<file path="src/rtl/dd_axil_regs_if.sv">
// AXI4-Lite bus bundle for the display-driver register block.
interface dd_axil_regs_if #(
  parameter int ADDR_WIDTH = 8
);
  logic [ADDR_WIDTH-1:0] awaddr;
  logic [2:0]            awprot;
  logic                  awvalid;
  logic                  awready;
  logic [31:0]           wdata;
  logic [3:0]            wstrb;
  logic                  wvalid;
  logic                  wready;
  logic [1:0]            bresp;
  logic                  bvalid;
  logic                  bready;
  logic [ADDR_WIDTH-1:0] araddr;
  logic                  arvalid;
  logic                  arready;
  logic [31:0]           rdata;
  logic [1:0]            rresp;
  logic                  rvalid;
  logic                  rready;

  modport master (
    output awaddr, awprot, awvalid, input awready,
    output wdata, wstrb, wvalid, input wready,
    input bresp, bvalid, output bready,
    output araddr, arvalid, input arready,
    input rdata, rresp, rvalid, output rready
  );

  modport slave (
    input awaddr, awprot, awvalid, output awready,
    input wdata, wstrb, wvalid, output wready,
    output bresp, bvalid, input bready,
    input araddr, arvalid, output arready,
    output rdata, rresp, rvalid, input rready
  );
endinterface

</file>
<file path="src/rtl/dd_axil_regs.sv">
// AXI4-Lite register front-end for the display driver: CTRL pulses, LED word FIFO, STATUS.
// Define DD_STATUS_READ_EN to build the STATUS read mux; otherwise every read returns 0/OKAY.
//
// state    | meaning
// W_ACCEPT | collecting AW and W (either order); side effect fires when both are held
// W_RESP   | bvalid high, waiting for bready
// R_IDLE   | arready high, waiting for AR
// R_DATA   | rvalid high, rdata held until rready
module dd_axil_regs #(
  parameter int ADDR_WIDTH = 8,
  parameter int FIFO_DEPTH = 16
) (
  input  logic            clock,
  input  logic            resetn,
  dd_axil_regs_if.slave   s_axi,
  output logic [31:0]     led_word_o,
  output logic            led_valid_o,
  input  logic            led_ready_i,
  output logic            write_done_o,
  output logic            next_o,
  output logic            sync_o,
  output logic            overflow_o
);
  localparam int PW = $clog2(FIFO_DEPTH);
  localparam int WA = ADDR_WIDTH - 2;
  localparam logic [1:0] RESP_OKAY   = 2'b00;
  localparam logic [1:0] RESP_SLVERR = 2'b10;

  typedef enum logic { W_ACCEPT, W_RESP } wstate_e;
  typedef enum logic { R_IDLE, R_DATA } rstate_e;

  wstate_e               wstate_q, wstate_d;
  rstate_e               rstate_q, rstate_d;
  logic                  awready_q, awready_d;
  logic                  wready_q, wready_d;
  logic                  aw_got_q, aw_got_d;
  logic                  w_got_q, w_got_d;
  logic [ADDR_WIDTH-1:0] awaddr_q, awaddr_d;
  logic [31:0]           wdata_q, wdata_d;
  logic [3:0]            wstrb_q, wstrb_d;
  logic                  bvalid_q, bvalid_d;
  logic [1:0]            bresp_q, bresp_d;
  logic                  write_done_q, write_done_d;
  logic                  next_q, next_d;
  logic                  sync_q, sync_d;
  logic                  ovf_q, ovf_d;
  logic [PW:0]           wr_ptr_q, wr_ptr_d;
  logic [PW:0]           rd_ptr_q, rd_ptr_d;
  logic [31:0]           mem_q [FIFO_DEPTH];
  logic                  arready_q, arready_d;
  logic                  rvalid_q, rvalid_d;
  logic [31:0]           rdata_q, rdata_d;
  logic [1:0]            rresp_q, rresp_d;

  logic                  aw_hs, w_hs, aw_done, w_done, wr_fire;
  logic [ADDR_WIDTH-1:0] awaddr_eff;
  logic [31:0]           wdata_eff;
  logic [3:0]            wstrb_eff;
  logic                  is_ctrl, is_led, wr_ok, push_req, push, drop, pop;
  logic                  ovf_clr, empty, full, ar_hs;
  logic [31:0]           rd_data;
  logic [1:0]            rd_resp;
  logic                  unused_bits;

  assign unused_bits = ^{s_axi.awprot, s_axi.awaddr[1:0], s_axi.araddr};

  // A channel may have been latched in an earlier cycle or be handshaking right now.
  assign aw_hs      = s_axi.awvalid & awready_q;
  assign w_hs       = s_axi.wvalid & wready_q;
  assign aw_done    = aw_got_q | aw_hs;
  assign w_done     = w_got_q | w_hs;
  assign awaddr_eff = aw_got_q ? awaddr_q : s_axi.awaddr;
  assign wdata_eff  = w_got_q ? wdata_q : s_axi.wdata;
  assign wstrb_eff  = w_got_q ? wstrb_q : s_axi.wstrb;
  assign wr_fire    = (wstate_q == W_ACCEPT) & aw_done & w_done;

  assign is_ctrl  = awaddr_eff[ADDR_WIDTH-1:2] == WA'(0);
  assign is_led   = awaddr_eff[ADDR_WIDTH-1:2] == WA'(1);
  assign wr_ok    = is_ctrl | (is_led & (wstrb_eff == 4'hF));
  assign push_req = wr_fire & is_led & (wstrb_eff == 4'hF);

  assign empty = wr_ptr_q == rd_ptr_q;
  assign full  = (wr_ptr_q[PW] != rd_ptr_q[PW]) && (wr_ptr_q[PW-1:0] == rd_ptr_q[PW-1:0]);
  // Fullness uses the registered pointers, so a same-cycle pop never admits a push.
  assign push    = push_req & ~full;
  assign drop    = push_req & full;
  assign pop     = ~empty & led_ready_i;
  assign ovf_clr = wr_fire & is_ctrl & wdata_eff[31];

  always_comb begin
    wstate_d     = wstate_q;
    awready_d    = awready_q;
    wready_d     = wready_q;
    aw_got_d     = aw_got_q;
    w_got_d      = w_got_q;
    awaddr_d     = awaddr_q;
    wdata_d      = wdata_q;
    wstrb_d      = wstrb_q;
    bvalid_d     = bvalid_q;
    bresp_d      = bresp_q;
    write_done_d = 1'b0;
    next_d       = 1'b0;
    sync_d       = 1'b0;
    case (wstate_q)
      W_ACCEPT: begin
        aw_got_d  = aw_done;
        w_got_d   = w_done;
        awaddr_d  = awaddr_eff;
        wdata_d   = wdata_eff;
        wstrb_d   = wstrb_eff;
        awready_d = ~aw_done;
        wready_d  = ~w_done;
        if (wr_fire) begin
          aw_got_d  = 1'b0;
          w_got_d   = 1'b0;
          awready_d = 1'b0;
          wready_d  = 1'b0;
          bvalid_d  = 1'b1;
          bresp_d   = (wr_ok && !drop) ? RESP_OKAY : RESP_SLVERR;
          wstate_d  = W_RESP;
          if (is_ctrl) begin
            write_done_d = wdata_eff[0];
            next_d       = wdata_eff[8];
            sync_d       = wdata_eff[12];
          end
        end
      end
      W_RESP: begin
        awready_d = 1'b0;
        wready_d  = 1'b0;
        if (s_axi.bready) begin
          bvalid_d  = 1'b0;
          awready_d = 1'b1;
          wready_d  = 1'b1;
          wstate_d  = W_ACCEPT;
        end
      end
      default: wstate_d = W_ACCEPT;
    endcase
  end

  // Set wins over a same-cycle clear.
  assign ovf_d    = (ovf_q & ~ovf_clr) | drop;
  assign wr_ptr_d = wr_ptr_q + (PW+1)'(push);
  assign rd_ptr_d = rd_ptr_q + (PW+1)'(pop);

`ifdef DD_STATUS_READ_EN
  logic [PW:0] level;
  logic [31:0] status;
  assign level  = wr_ptr_q - rd_ptr_q;
  assign status = {21'd0, ovf_q, full, empty, 8'(level)};

  always_comb begin
    rd_data = '0;
    rd_resp = RESP_OKAY;
    case (s_axi.araddr[ADDR_WIDTH-1:2])
      WA'(0), WA'(1): rd_data = '0;
      WA'(2):         rd_data = status;
      default:        rd_resp = RESP_SLVERR;
    endcase
  end
`else
  assign rd_data = '0;
  assign rd_resp = RESP_OKAY;
`endif

  assign ar_hs = s_axi.arvalid & arready_q;

  always_comb begin
    rstate_d  = rstate_q;
    arready_d = arready_q;
    rvalid_d  = rvalid_q;
    rdata_d   = rdata_q;
    rresp_d   = rresp_q;
    case (rstate_q)
      R_IDLE: begin
        arready_d = 1'b1;
        if (ar_hs) begin
          arready_d = 1'b0;
          rvalid_d  = 1'b1;
          rdata_d   = rd_data;
          rresp_d   = rd_resp;
          rstate_d  = R_DATA;
        end
      end
      R_DATA: begin
        arready_d = 1'b0;
        if (s_axi.rready) begin
          rvalid_d  = 1'b0;
          arready_d = 1'b1;
          rstate_d  = R_IDLE;
        end
      end
      default: rstate_d = R_IDLE;
    endcase
  end

  always_ff @(posedge clock or negedge resetn) begin
    if (!resetn) begin
      wstate_q     <= W_ACCEPT;
      rstate_q     <= R_IDLE;
      awready_q    <= 1'b0;
      wready_q     <= 1'b0;
      aw_got_q     <= 1'b0;
      w_got_q      <= 1'b0;
      awaddr_q     <= '0;
      wdata_q      <= '0;
      wstrb_q      <= '0;
      bvalid_q     <= 1'b0;
      bresp_q      <= RESP_OKAY;
      write_done_q <= 1'b0;
      next_q       <= 1'b0;
      sync_q       <= 1'b0;
      ovf_q        <= 1'b0;
      wr_ptr_q     <= '0;
      rd_ptr_q     <= '0;
      arready_q    <= 1'b0;
      rvalid_q     <= 1'b0;
      rdata_q      <= '0;
      rresp_q      <= RESP_OKAY;
    end else begin
      wstate_q     <= wstate_d;
      rstate_q     <= rstate_d;
      awready_q    <= awready_d;
      wready_q     <= wready_d;
      aw_got_q     <= aw_got_d;
      w_got_q      <= w_got_d;
      awaddr_q     <= awaddr_d;
      wdata_q      <= wdata_d;
      wstrb_q      <= wstrb_d;
      bvalid_q     <= bvalid_d;
      bresp_q      <= bresp_d;
      write_done_q <= write_done_d;
      next_q       <= next_d;
      sync_q       <= sync_d;
      ovf_q        <= ovf_d;
      wr_ptr_q     <= wr_ptr_d;
      rd_ptr_q     <= rd_ptr_d;
      arready_q    <= arready_d;
      rvalid_q     <= rvalid_d;
      rdata_q      <= rdata_d;
      rresp_q      <= rresp_d;
    end
  end

  // Storage needs no reset; the pointers alone define what is valid.
  always_ff @(posedge clock) begin
    if (push) mem_q[wr_ptr_q[PW-1:0]] <= wdata_eff;
  end

  assign led_valid_o  = ~empty;
  assign led_word_o   = empty ? '0 : mem_q[rd_ptr_q[PW-1:0]];
  assign write_done_o = write_done_q;
  assign next_o       = next_q;
  assign sync_o       = sync_q;
  assign overflow_o   = ovf_q;

  assign s_axi.awready = awready_q;
  assign s_axi.wready  = wready_q;
  assign s_axi.bvalid  = bvalid_q;
  assign s_axi.bresp   = bresp_q;
  assign s_axi.arready = arready_q;
  assign s_axi.rvalid  = rvalid_q;
  assign s_axi.rdata   = rdata_q;
  assign s_axi.rresp   = rresp_q;
endmodule
</file>
<file path="src/flat_wrapper.sv">
// flat-port wrapper written by rule: the top's interface ports become plain ports
module dd_axil_regs_flat 
#(
  parameter int ADDR_WIDTH = 8,
  parameter int FIFO_DEPTH = 16
)
  (clock, resetn, led_word_o, led_valid_o, led_ready_i, write_done_o, next_o, sync_o, overflow_o, s_axi_awaddr, s_axi_awprot, s_axi_awvalid, s_axi_awready, s_axi_wdata, s_axi_wstrb, s_axi_wvalid, s_axi_wready, s_axi_bresp, s_axi_bvalid, s_axi_bready, s_axi_araddr, s_axi_arvalid, s_axi_arready, s_axi_rdata, s_axi_rresp, s_axi_rvalid, s_axi_rready);
  dd_axil_regs_if #(.ADDR_WIDTH(ADDR_WIDTH)) s_axi_i ();
  input  logic clock;
  input  logic resetn;
  output logic [31:0] led_word_o;
  output logic led_valid_o;
  input  logic led_ready_i;
  output logic write_done_o;
  output logic next_o;
  output logic sync_o;
  output logic overflow_o;
  input wire logic [$bits(s_axi_i.awaddr)-1:0] s_axi_awaddr;
  input wire logic [$bits(s_axi_i.awprot)-1:0] s_axi_awprot;
  input wire logic [$bits(s_axi_i.awvalid)-1:0] s_axi_awvalid;
  output wire logic [$bits(s_axi_i.awready)-1:0] s_axi_awready;
  input wire logic [$bits(s_axi_i.wdata)-1:0] s_axi_wdata;
  input wire logic [$bits(s_axi_i.wstrb)-1:0] s_axi_wstrb;
  input wire logic [$bits(s_axi_i.wvalid)-1:0] s_axi_wvalid;
  output wire logic [$bits(s_axi_i.wready)-1:0] s_axi_wready;
  output wire logic [$bits(s_axi_i.bresp)-1:0] s_axi_bresp;
  output wire logic [$bits(s_axi_i.bvalid)-1:0] s_axi_bvalid;
  input wire logic [$bits(s_axi_i.bready)-1:0] s_axi_bready;
  input wire logic [$bits(s_axi_i.araddr)-1:0] s_axi_araddr;
  input wire logic [$bits(s_axi_i.arvalid)-1:0] s_axi_arvalid;
  output wire logic [$bits(s_axi_i.arready)-1:0] s_axi_arready;
  output wire logic [$bits(s_axi_i.rdata)-1:0] s_axi_rdata;
  output wire logic [$bits(s_axi_i.rresp)-1:0] s_axi_rresp;
  output wire logic [$bits(s_axi_i.rvalid)-1:0] s_axi_rvalid;
  input wire logic [$bits(s_axi_i.rready)-1:0] s_axi_rready;
  assign s_axi_i.awaddr = s_axi_awaddr;
  assign s_axi_i.awprot = s_axi_awprot;
  assign s_axi_i.awvalid = s_axi_awvalid;
  assign s_axi_awready = s_axi_i.awready;
  assign s_axi_i.wdata = s_axi_wdata;
  assign s_axi_i.wstrb = s_axi_wstrb;
  assign s_axi_i.wvalid = s_axi_wvalid;
  assign s_axi_wready = s_axi_i.wready;
  assign s_axi_bresp = s_axi_i.bresp;
  assign s_axi_bvalid = s_axi_i.bvalid;
  assign s_axi_i.bready = s_axi_bready;
  assign s_axi_i.araddr = s_axi_araddr;
  assign s_axi_i.arvalid = s_axi_arvalid;
  assign s_axi_arready = s_axi_i.arready;
  assign s_axi_rdata = s_axi_i.rdata;
  assign s_axi_rresp = s_axi_i.rresp;
  assign s_axi_rvalid = s_axi_i.rvalid;
  assign s_axi_i.rready = s_axi_rready;
  dd_axil_regs #(.ADDR_WIDTH(ADDR_WIDTH), .FIFO_DEPTH(FIFO_DEPTH)) u_core (.clock(clock), .resetn(resetn), .s_axi(s_axi_i), .led_word_o(led_word_o), .led_valid_o(led_valid_o), .led_ready_i(led_ready_i), .write_done_o(write_done_o), .next_o(next_o), .sync_o(sync_o), .overflow_o(overflow_o));
endmodule
</file>
<file path="config.mk">
export PLATFORM = sky130hd
export DESIGN_NAME = dd_axil_regs_flat
export DESIGN_NICKNAME = d
export VERILOG_FILES = /design/src/rtl/dd_axil_regs_if.sv /design/src/rtl/dd_axil_regs.sv /design/src/flat_wrapper.sv
export SDC_FILE = /design/constraint.sdc
export NUM_CORES = 1
export LEC_CHECK = 0
export ABC_AREA = 0
export BUFFER_PORTS_ARGS = -buffer_cell sky130_fd_sc_hd__buf_2
export CAP_MARGIN = 20
export CELL_PAD_IN_SITES_DETAIL_PLACEMENT = 1
export CELL_PAD_IN_SITES_GLOBAL_PLACEMENT = 1
export CORE_AREA = 3 3 204 206
export CTS_CLUSTER_DIAMETER = 80
export DETAILED_ROUTE_END_ITERATION = 16
export DIE_AREA = 0 0 207 209
export GPL_ROUTABILITY_DRIVEN = 0
export GPL_TIMING_DRIVEN = 0
export PLACE_DENSITY = 0.9
export SYNTH_ARGS = -nofsm -noshare
export SYNTH_HDL_FRONTEND = slang
export SYNTH_SLANG_ARGS = --single-unit
export TNS_END_PERCENT = 1
</file>
<file path="constraint.sdc">
create_clock -name clock -period 10.9 [get_ports clock]
set_input_delay 0.545 -clock clock [delete_from_list [all_inputs] [get_ports clock]]
set_output_delay 0.545 -clock clock [all_outputs]
set_load 0.005 [all_outputs]
</file>
After elaboration in Yosys (flattened, before gate mapping). Memory sizes are Yosys's and may differ from the RTL's. Cells that the tools add are included.

Register bits: 69. Output and inout port bits: 78. Memories: 1. Input port bits: 63. RAM bits: 512.

Memories: u_core.mem_q (depth 16, width 32, rd ports 1, clocked after memory_dff 0, write ports 1, line dd_axil_regs.sv:49) `logic [31:0] mem_q [FIFO_DEPTH];`.

Reductions and logical operators: 8. Equality and inequality tests: 9. Bitwise operators: 26. Add/sub/neg operators: 2. Muxes and demuxes: 38.

Operator list (number): $mux 32 (2); $mux 1 (26); $and 1x1->1 (14); $pmux 1 s2 (7); $add 5x1->5 (2); $mux 8 (1); $not 1->1 (8); $reduce_and 2->1 (4); $eq 6x1->1 const B (1); $logic_not 6->1 (1); $eq 5x5->1 (1); $eq 4x4->1 (1); $eq 4x4->1 const B (1); $mux 4 (1); $ne 2x1->1 const B (2); $ne 2x2->1 const B (2); $or 1x1->1 (4); $logic_and 1x1->1 (2); $mux 2 (1); $logic_not 1->1 (1); $ne 1x1->1 (1).

Logic depth before layout (Yosys ltp). Gate-level depths: netlist (run 1).

Word-level depth: 10. Mapped depth: 11. Gate-level depth less buffers: 8.

Least setup slack after synthesis (run 1). Ideal clock, no wire load.

Path kind: input -> register. Start: in s_axi_awaddr[7]. End: mem u_core.mem_q[10][0] (enable). Setup slack: 6858 ps. Data required time: 10439 ps. Arrival: 3581 ps. Stages: 5. Cells stage by stage: nor4_1 -> o22a_2 -> nand4_4 -> buf_6 -> nor3_1.

Longest elaborated chain between the ends: 7.

Ends and longest elaborated chain: from (decl) (line flat_wrapper.sv:18) `input wire logic [$bits(s_axi_i.awaddr)-1:0] s_axi_awaddr;`; $mux 8 (line dd_axil_regs.sv:72) `assign awaddr_eff = aw_got_q ? awaddr_q : s_axi.awaddr;`; $eq 6x1->1 (line dd_axil_regs.sv:78) `assign is_led = awaddr_eff[ADDR_WIDTH-1:2] == WA'(1);`; $and 1x1->1 (2 in series) (line dd_axil_regs.sv:80) `assign push_req = wr_fire & is_led & (wstrb_eff == 4'hF);`; $and 1x1->1 (line dd_axil_regs.sv:85) `assign push = push_req & ~full;`; $mux 1 (line dd_axil_regs.sv:248) `if (push) mem_q[wr_ptr_q[PW-1:0]] <= wdata_eff;`; $mux 1 (implied by the code) (line dd_axil_regs.sv:248); to (decl) (line dd_axil_regs.sv:49).

Every way passes these cells.

Worst setup path after layout (run 1).
Start: reg u_core.wr_ptr_q[0]. End: out led_word_o[20].

Longest elaborated chain between the ends: 2.

Ends and longest elaborated chain: from (decl) (line dd_axil_regs.sv:47) `logic [PW:0] wr_ptr_q, wr_ptr_d;`; from (signal assigned) (line dd_axil_regs.sv:237) `wr_ptr_q <= wr_ptr_d;`; $eq 5x5->1 (line dd_axil_regs.sv:82) `assign empty = wr_ptr_q == rd_ptr_q;`; $mux 32 (line dd_axil_regs.sv:252) `assign led_word_o = empty ? '0 : mem_q[rd_ptr_q[PW-1:0]];`; to (decl) (line flat_wrapper.sv:11) `output logic [31:0] led_word_o;`.

Every way passes these cells.

==> results of run 1 <==
[path summary, 6_finish.rpt]
path | startpoint | end | slack [ns] | cells after the start
min reg2reg | u_core.s_axi.bvalid | u_core.s_axi.bvalid | 0.49 | 1
min | s_axi_rready | u_core.rstate_q | 0.15 | 2
max in group asynchronous | resetn | u_core.wdata_q[30] | 9.95 | 3
max | u_core.wr_ptr_q[0] | led_word_o[20] | 6.81 | 7
min in group asynchronous | resetn | u_core.s_axi.arready | 0.34 | 2
max reg2reg | u_core.w_got_q | u_core.mem_q[8][2] | 7.32 | 9
[synth_stat cells, drive strengths merged]
| library cell | n | share of area [%] |
|---|---|---|
| a21bo | 1 | 0.044 |
| a21o | 2 | 0.066 |
| a21oi | 36 | 0.79 |
| a22o | 1 | 0.039 |
| a22oi | 64 | 2.1 |
| a31oi | 1 | 0.028 |
| and2 | 1 | 0.028 |
| buf | 67 | 2.2 |
| clkbuf | 32 | 0.53 |
| conb | 1 | 0.017 |
| dfrtp | 66 | 7.3 |
| edfxtp | 512 | 68 |
| ha | 4 | 0.22 |
| inv | 6 | 0.099 |
| mux2 | 75 | 3.7 |
| mux2i | 1 | 0.044 |
| mux4 | 128 | 13 |
| nand2 | 14 | 0.23 |
| nand2b | 1 | 0.028 |
| nand3 | 10 | 0.22 |
| nand4 | 5 | 0.20 |
| nor2 | 10 | 0.17 |
| nor2b | 8 | 0.22 |
| nor3 | 18 | 0.45 |
| nor3b | 1 | 0.033 |
| nor4 | 1 | 0.028 |
| nor4b | 4 | 0.15 |
| o211a | 1 | 0.044 |
| o22a | 1 | 0.044 |
| o22ai | 3 | 0.083 |
| o2bb2ai | 1 | 0.039 |
| xnor2 | 8 | 0.31 |
| xor2 | 3 | 0.12 |
[layout by cell type, fill, tap and decap left out, drive strengths merged]
| cell | n |
|---|---|
| conb | 35 |
| o22a | 1 |
| xor2 | 3 |
| nand2 | 14 |
| dlygate4sd3 | 1 |
| nor4b | 4 |
| clkinvlp | 3 |
| edfxtp | 512 |
| inv | 6 |
| o211a | 1 |
| xnor2 | 8 |
| clkbuf | 102 |
| o2bb2ai | 1 |
| a21oi | 36 |
| nand4 | 5 |
| a21o | 2 |
| ha | 4 |
| nand2b | 1 |
| o22ai | 3 |
| a31oi | 1 |
| a21bo | 1 |
| nor4 | 1 |
| a22oi | 64 |
| buf | 222 |
| mux2 | 75 |
| nor3 | 18 |
| dfrtp | 66 |
| nand3 | 10 |
| a22o | 1 |
| nor3b | 1 |
| nor2b | 8 |
| mux2i | 1 |
| mux4 | 128 |
| clkinv | 20 |
| and2 | 1 |
| nor2 | 10 |
| bufinv | 9 |
[worst max-delay path: stages (launching register included)]
cell,delay (ns)
dfrtp_1,0.39
clkbuf_1,0.42
xnor2_1,0.21
nand4_1,0.20
nor2_1,0.59
clkbuf_1,0.75
a21oi_1,0.17
buf_2,0.20
[cell type report]
class,count,area [um2]
plain buffers,99,613
clock buffers,70,1530
clock inverters,32,384
fillers,3329,13100
inverters,6,22.5
multi-input cells,438,5240
flip-flops and latches,578,17000
well taps,525,657
repair buffers,156,1240
[layer usage]
layer / up-vias / part of all wire [%] / global-route usage [%]
met5: - / 0 / 0
met4: 0 / 4.5 / 14.1
met3: 188 / 8.7 / 5.70
met2: 928 / 51 / 52.9
met1: 6690 / 36 / 39.2
li1: 4911 / - / -
[repair_timing]
action	4_1_cts	5_1_grt
hold endpoints to repair	10	0
hold buffers	1	0
buffers inserted	0	0
setup endpoints to repair	0	0
[sequential cells by signal, indices dropped and copies added (netlist names)]
signal,cells
u_core.aw_got_q,1
u_core.awaddr_q,6
u_core.mem_q,512
u_core.next_o,1
u_core.overflow_o,1
u_core.rd_ptr_q,5
u_core.rstate_q,1
u_core.s_axi.arready,1
u_core.s_axi.awready,1
u_core.s_axi.bresp,1
u_core.s_axi.bvalid,1
u_core.s_axi.rvalid,1
u_core.s_axi.wready,1
u_core.sync_o,1
u_core.w_got_q,1
u_core.wdata_q,32
u_core.wr_ptr_q,5
u_core.write_done_o,1
u_core.wstate_q,1
u_core.wstrb_q,4
[power groups by stage]
stage                     clock (uW)  combinational, uW  sequential, uW
final                           2040               2120            2790
after global routing            2140               2230            2800
after CTS                       2050               2110            2790
after detailed placement           0               2040            2830
after global placement             0               1900            2810
after floorplan                    0               1320            2800
[metrics by stage]
step / hold WS, ns / util (%) / power [uW] / cell area (um2) / std cells
floorplan: 0.249 / - / 4130 / 22800 / 1121
global placement: 0.449 / 60.1 / 4710 / 23900 / 1738
detailed placement: 0.417 / 62.3 / 4870 / 24800 / 1801
CTS: 0.139 / 67.1 / 6950 / 26700 / 1904
global route: 0.164 / 67.1 / 7170 / 26700 / 1904
finish: 0.154 / 67.1 / 6950 / 26700 / 1904
[kinds of logic (layout without fill, tap and decap cells)]
logic type,after synthesis,count (layout),synth area share [%]
xor+xnor,11,11,0.425
mux,204,204,16.5
buf+inv,105,363,2.80
other cells,1,35,0.0165
simple gates,73,73,1.76
fa+ha+maj,4,4,0.221
flops,578,578,75.0
compound gates,111,111,3.30
==> results.json, run 1 <==
{
  "pin_count": 141,
  "drv_slew": 0,
  "status": "completed",
  "finalCritPeriodShare_pct": 37.5,
  "netlist_instances": 1087,
  "ys_seq_elements": 578,
  "path_clk_slew_ns": 0.06,
  "final_hold_viol_count": 0,
  "drive_above_1_share_pct": 38.2,
  "end_kind": "output port",
  "tightest_slew_ns": 1.07,
  "grt_pass1_wl_mm": 96.6,
  "seq_area_frac_synth_pct": 75.0,
  "p_seq_share_pct": 40.2,
  "io_buffers": 92,
  "arrival_ns": 3.55,
  "setup_tns_ns": 0,
  "fmax_mhz": 244,
  "ctsResizeCount": 0,
  "place_ws_ns": 7.49,
  "avgSynthCellArea_um2": 20.9,
  "drt-initial-drc-count": 1837,
  "die_x_um": 207,
  "critical_path_class": "reg2out",
  "nNetsFinal": 1401,
  "p_int_uw": 4780,
  "grt_remaining_overflow": 0,
  "rsz0062_at_grt": "no",
  "pwr-share-comb_pct": 30.5,
  "setup_viol": 0,
  "via_per_inst": 6.68,
  "clockRootBuffer": "clkbuf_16",
  "required_ns": 10.36,
  "clkPwrFrac_pct": 29.3,
  "fin_skew_ns": 0.0138,
  "setup_ws_ns": 6.81,
  "grt_pass1_vias": 13700,
  "min_period_ns": 4.09,
  "switching_share_pct": 31.2,
  "slew_headroom_pct": 28.9,
  "power.density_nw_per_um2": 260,
  "netSwitchingPower_uw": 2170,
  "antenna_found_initial": 2,
  "cts_tree": "built",
  "avgRoutedWirePerCell_um": 35.0,
  "num_rows": 73,
  "drv_cap": 0,
  "ctsHtreeMaxLevel": 2,
  "postRouteAntennaNets": 0,
  "initial_core_util_pct": 57.0,
  "cp_max_fo": 10,
  "synth_cell_types": 40,
  "grt_max_degree": 57,
  "p_leak_uw": 0.00913,
  "hpwl_mm": 40.5,
  "critPathLaunchType": "register",
  "wl_mm": 66.7,
  "synth_area_um2": 22700,
  "areaGrowthSynthToFinish_pct": 17.7,
  "min_path_type": "in2reg",
  "ir_worst_vdd_mv": 0.170,
  "clk_path_buf_depth": 3,
  "fp.dieArea_um2": 43300,
  "ys.warnings.count": 0,
  "clock_sinks": 578,
  "grt_use_total_pct": 31.0,
  "route.detailed.drc": 0,
  "cts_buffers": 55,
  "fp.dieH_um": 209,
  "vias": 12700,
  "diodes": 0,
  "dr.pass1.iters": 5,
  "clock_latency_ns": 0.61,
  "core-area_um2": 39800
}
Note: power is estimated with default switching activity, not from simulation.
==> run 2: changes to the inputs <==
--- a/config.mk
+++ b/config.mk
@@ -10,13 +10,13 @@
 export CAP_MARGIN = 20
 export CELL_PAD_IN_SITES_DETAIL_PLACEMENT = 1
 export CELL_PAD_IN_SITES_GLOBAL_PLACEMENT = 1
-export CORE_AREA = 3 3 204 206
+export CORE_AREA = 3 3 211 213
 export CTS_CLUSTER_DIAMETER = 80
 export DETAILED_ROUTE_END_ITERATION = 16
-export DIE_AREA = 0 0 207 209
+export DIE_AREA = 0 0 214 216
 export GPL_ROUTABILITY_DRIVEN = 0
 export GPL_TIMING_DRIVEN = 0
-export PLACE_DENSITY = 0.9
+export PLACE_DENSITY = 0.86
 export SYNTH_ARGS = -nofsm -noshare
 export SYNTH_HDL_FRONTEND = slang
 export SYNTH_SLANG_ARGS = --single-unit
==> constraint.sdc (replaced) <==
create_clock -name clock -period 3.9 [get_ports clock]
set_input_delay 0.195 -clock clock [delete_from_list [all_inputs] [get_ports clock]]
set_output_delay 0.195 -clock clock [all_outputs]
set_load 0.005 [all_outputs]
==> run 2 against run 1 <==
Compared with the run above: wire length down 1.8%; clock power rose to 2.7 times the previous value; critical path depth unchanged; largest power group unchanged; critical path type unchanged.
==> results.json, run 2 (synthesis results as in run 1) <==
{
  "status": "completed",
  "die_x_um": 214,
  "rsz0062_at_grt": "no",
  "fp.dieArea_um2": 46200,
  "cts_buffers": 55,
  "ctsHtreeMaxLevel": 2,
  "setup_tns_ns": 0,
  "diodes": 0,
  "tightest_slew_ns": 1.11,
  "drv_slew": 0,
  "areaGrowthSynthToFinish_pct": 18.5,
  "nNetsFinal": 1417,
  "finalPower_uw": 19200,
  "num_rows": 76,
  "via_per_inst": 6.35,
  "largest_register_ffs": 512,
  "fmax_mhz": 258,
  "avgRoutedWirePerCell_um": 33.1,
  "ir_worst_vdd_mv": 0.486,
  "required_ns": 3.70,
  "clockRootBuffer": "clkbuf_16",
  "cp_max_fo": 10,
  "final_common_cell": "edfxtp_1",
  "vias": 12600,
  "fin_skew_ns": 0.0251,
  "grt_remaining_overflow": 0,
  "post_cts_buffers": 0,
  "finalCritPeriodShare_pct": 99.6,
  "dr.pass1.iters": 5,
  "power.density_nw_per_um2": 715,
  "p_leak_uw": 0.00917,
  "arrival_ns": 3.69,
  "fp.dieH_um": 216,
  "min_period_ns": 3.88,
  "critPathLaunchType": "register",
  "r2r_cells": 10,
  "final_hold_viol_count": 0,
  "mostFrequentLayoutCells": "edfxtp_1 (512), mux4_2 (128), buf_2 (103)",
  "drv_cap": 0,
  "grt_max_degree": 49,
  "pin_count": 141,
  "wl_mm": 65.5,
  "place_ws_ns": 0.614,
  "drt-initial-drc-count": 1662,
  "drive_above_1_share_pct": 38.0,
  "initial_core_util_pct": 52.9,
  "hold_depth": 3,
  "core-area_um2": 42900,
  "clk_path_buf_depth": 3,
  "antenna_found_initial": 1,
  "setup_ws_ns": 0.0167,
  "end_kind": "output port",
  "hpwl_mm": 41.5,
  "clock_sinks": 578,
  "critical_path_class": "reg2out",
  "clock_latency_ns": 0.60,
  "cts_tree": "built",
  "min_path_type": "in2reg",
  "io_buffers": 92,
  "path_clk_slew_ns": 0.06,
  "grt_pass1_vias": 13500,
  "slew_headroom_pct": 25.8,
  "grt_pass1_wl_mm": 94.7,
  "postRouteAntennaNets": 0,
  "grt_use_total_pct": 28.7,
  "setup_viol": 0,
  "route.detailed.drc": 0
}
[run 2: cell count changes in the layout (fill, tap and decap cells not counted)]
cell           change
dlygate4sd3_1     +14
buf_6              +2
buf_8              -1
clkinv_1           -9
clkinv_2           -2
clkinvlp_4         +2
inv_6              +1
clkbuf_1           +8
buf_4              +1
bufinv_16          -4
clkinv_4           -1
clkbuf_8           +6
[run 2: worst max-delay path: stages (launching register included)]
cell	delay, ns
dfrtp_1	0.37
clkbuf_1	0.41
xnor2_1	0.20
nand4_1	0.18
nor2_1	0.64
clkbuf_1	0.85
a21oi_1	0.23
buf_2	0.22
[run 2: through the flow]
step	hold slack, ns	utilization [%]	instance area [um2]	std cells
2_1_floorplan	-0.101	-	22800	1121
3_3_place_gp	0.407	56.0	24000	1798
3_5_place_dp	0.138	58.0	24900	1862
4_1_cts	0.00624	62.7	26900	1980
5_1_grt	0.0298	62.7	26900	1981
6_report	0.0314	62.7	26900	1981
[run 2: path summary, 6_finish.rpt]
path | endpoint | from | slack (ns)
max in group asynchronous | u_core.wdata_q[30] | resetn | 3.24
setup reg to reg | u_core.mem_q[3][7] | u_core.wr_ptr_q[1] | 0.49
hold reg to reg | u_core.s_axi.bvalid | u_core.s_axi.bvalid | 0.50
hold / removal | u_core.sync_o | s_axi_awaddr[2] | 0.03
min in group asynchronous | u_core.s_axi.arready | resetn | 0.05
setup / recovery | led_word_o[20] | u_core.wr_ptr_q[1] | 0.02
[run 2: timing repair]
item / in CTS / in global routing
gates resized for setup: 0 / 0
hold endpoints to repair: 83 / 0
hold buffers: 15 / 0
[run 2: where the power goes]
part / internal [uW] / switching, uW
Clock: 3230 / 2310
Combinational: 2430 / 3480
Sequential: 7600 / 189
Total: 13300 / 5980
[run 2: cell type report]
class,instances,area [um2]
flip-flops and latches,578,17000
plain buffers,99,613
inverters,6,22.5
clock inverters,19,235
multi-input cells,438,5240
clock buffers,84,1640
well taps,585,732
repair buffers,172,1400
fillers,3642,16000
[run 2: layer usage]
layer / share of wire [%] / vias up / global-route usage, % / wire length, um
met2: 51 / 848 / 48.3 / 33200
met4: 4.3 / 2 / 12.8 / 2800
met1: 35 / 6605 / 36.3 / 23200
met5: 0.014 / - / 0 / 9
met3: 9.6 / 177 / 6.38 / 6270
li1: - / 4944 / - / -
==> run 3: changes to the inputs <==
--- a/config.mk
+++ b/config.mk
@@ -17,6 +17,8 @@
 export GPL_ROUTABILITY_DRIVEN = 0
 export GPL_TIMING_DRIVEN = 0
 export PLACE_DENSITY = 0.86
+export REMOVE_ABC_BUFFERS = 1
+export SLEW_MARGIN = 20
 export SYNTH_ARGS = -nofsm -noshare
 export SYNTH_HDL_FRONTEND = slang
 export SYNTH_SLANG_ARGS = --single-unit
==> run 3 against run 2 <==
Compared with the run above: final cell count fell by 3.6%; setup slack better by 0.33 ns; first-iteration DRC count down 11%; maximum frequency grew 9.4%; via count shrank 5.0%; core utilization shrank 0.70 points; critical path depth shrank 1; die area is the same; count of clock-buffer cells in the layout shrank 9; clock power up 4.5%; sequential share of layout area up 0.75 points; largest power group unchanged.
==> results.json, run 3 (synthesis results as in run 1) <==
{
  "cp-startpoint": "u_core.w_got_q",
  "tightest_slew_ns": 1.07,
  "status": "completed",
  "largest_register_ffs": 512,
  "avgRoutedWirePerCell_um": 31.9,
  "clk_path_buf_depth": 3,
  "path_clk_slew_ns": 0.06,
  "cts_tree": "built",
  "drive_above_1_share_pct": 37.7,
  "fp.dieH_um": 216,
  "vias": 12000,
  "via_per_inst": 6.26,
  "cts_buffers": 56,
  "mostFrequentLayoutCells": "edfxtp_1 (512), mux4_2 (128), buf_2 (91)",
  "cp_max_fo": 19,
  "drv_cap": 0,
  "drv_slew": 0,
  "antenna_found_initial": 1,
  "dr.pass1.iters": 5,
  "grt_pass1_wl_mm": 90.1,
  "critPathLaunchType": "register",
  "end_kind": "register",
  "ir_worst_vdd_mv": 0.445,
  "hpwl_mm": 36.8,
  "critical_path_class": "reg2reg",
  "areaGrowthSynthToFinish_pct": 17.2,
  "ctsHtreeMaxLevel": 2,
  "hold_depth": 4,
  "setup_ws_ns": 0.351,
  "fmax_mhz": 282,
  "drt-initial-drc-count": 1474,
  "fin_skew_ns": 0.0190,
  "setup_viol": 0,
  "core-area_um2": 42900,
  "clock_sinks": 578,
  "slew_headroom_pct": 28.6,
  "final_common_cell": "edfxtp_1",
  "grt_pass1_vias": 13000,
  "rsz0062_at_grt": "no",
  "initial_core_util_pct": 52.9,
  "fp.dieArea_um2": 46200,
  "pin_count": 141,
  "timing.reg2reg.setup_slack_ns": 0.35,
  "min_period_ns": 3.55,
  "diodes": 0,
  "clock_latency_ns": 0.62,
  "wl_mm": 60.9,
  "grt_use_total_pct": 26.9,
  "required_ns": 4.21,
  "post_cts_buffers": 0,
  "power.density_nw_per_um2": 723,
  "final_hold_viol_count": 0,
  "place_ws_ns": 0.431,
  "clockRootBuffer": "clkbuf_16",
  "critical_path.endpoint": "u_core.mem_q[11][26]",
  "arrival_ns": 3.86,
  "min_path_type": "in2reg",
  "postRouteAntennaNets": 0,
  "grt_max_degree": 52,
  "final.fill_count": 3597,
  "p_leak_uw": 0.00901,
  "setup_tns_ns": 0,
  "route.detailed.drc": 0,
  "r2r_start": "u_core.w_got_q",
  "nNetsFinal": 1344,
  "finish.utilization_pct": 62.0,
  "io_buffers": 92,
  "finalCritPeriodShare_pct": 91.0,
  "r2r_cells": 6,
  "ctsResizeCount": 0,
  "num_rows": 76,
  "die_x_um": 214,
  "grt_remaining_overflow": 0,
  "worstReg2RegEnd": "u_core.mem_q[11][26]"
}
-- run 3: changes by cell type in the layout (fill, tap and decap cells not counted), sizes merged --
cell,before,now
buf,224,180
clkbuf,116,75
clkinv,8,22
bufinv,5,9
clkinvlp,5,1
dlygate4sd3,15,17
inv,7,5
-- run 3: where the power goes --
part	switching (uW)	internal [uW]
clock	2380	3400
sequential	356	7600
combinational	3000	2490
-- run 3: layer usage --
metal,GRT usage [%],vias up,part of all wire (%)
li1,-,4800,-
met1,35.3,6322,38
met2,45.8,711,51
met3,4.53,116,7.7
met4,10.0,2,3.1
met5,0,-,0.021
-- run 3: area by class of cell --
type | count | area (um2) | area share, %
clock inverter | 31 | 400 | 1.51
sequential | 578 | 17000 | 64.0
inverter | 6 | 23.8 | 0.0894
timing repair buffer | 197 | 1580 | 5.94
tap | 585 | 732 | 2.75
clock buffer | 75 | 1560 | 5.85
multi-input combinational | 438 | 5280 | 19.8
-- run 3: how the worst min path moves through the flow --
stage	start	slack [ns]	endpoint
3_3_place_gp	s_axi_rready	0.41	u_core.s_axi.rvalid
6_report	s_axi_awvalid	0.07	u_core.s_axi.awready
2_1_floorplan	resetn	-0.10	u_core.aw_got_q
4_1_cts	s_axi_awvalid	0.04	u_core.s_axi.awready
5_1_grt	s_axi_awvalid	0.10	u_core.w_got_q
3_5_place_dp	resetn	0.21	u_core.wdata_q[1]
-- run 3: worst max-delay path, cell delays in order (launching register included) --
cell     delay, ns
dfrtp_2       0.68
a21oi_1       0.20
nor3_4        0.40
nand4_4       0.44
nor3_2        0.92
buf_4         0.36
buf_4         0.23
-- run 3: stage by stage --
step | instances | total power, uW | hold slack, ns | area, um2
after floorplan | 1022 | 11500 | -0.101 | 22200
after global placement | 1699 | 12500 | 0.407 | 23400
after detailed placement | 1787 | 13400 | 0.215 | 24500
after CTS | 1910 | 19300 | 0.0426 | 26600
after global routing | 1910 | 20000 | 0.104 | 26600
final | 1910 | 19200 | 0.0705 | 26600
-- run 3: repair_timing --
item                                    4_1_cts  5_1_grt
endpoints found under the setup margin        0        0
hold buffers                                 17        0
hold endpoints to repair                     48        0
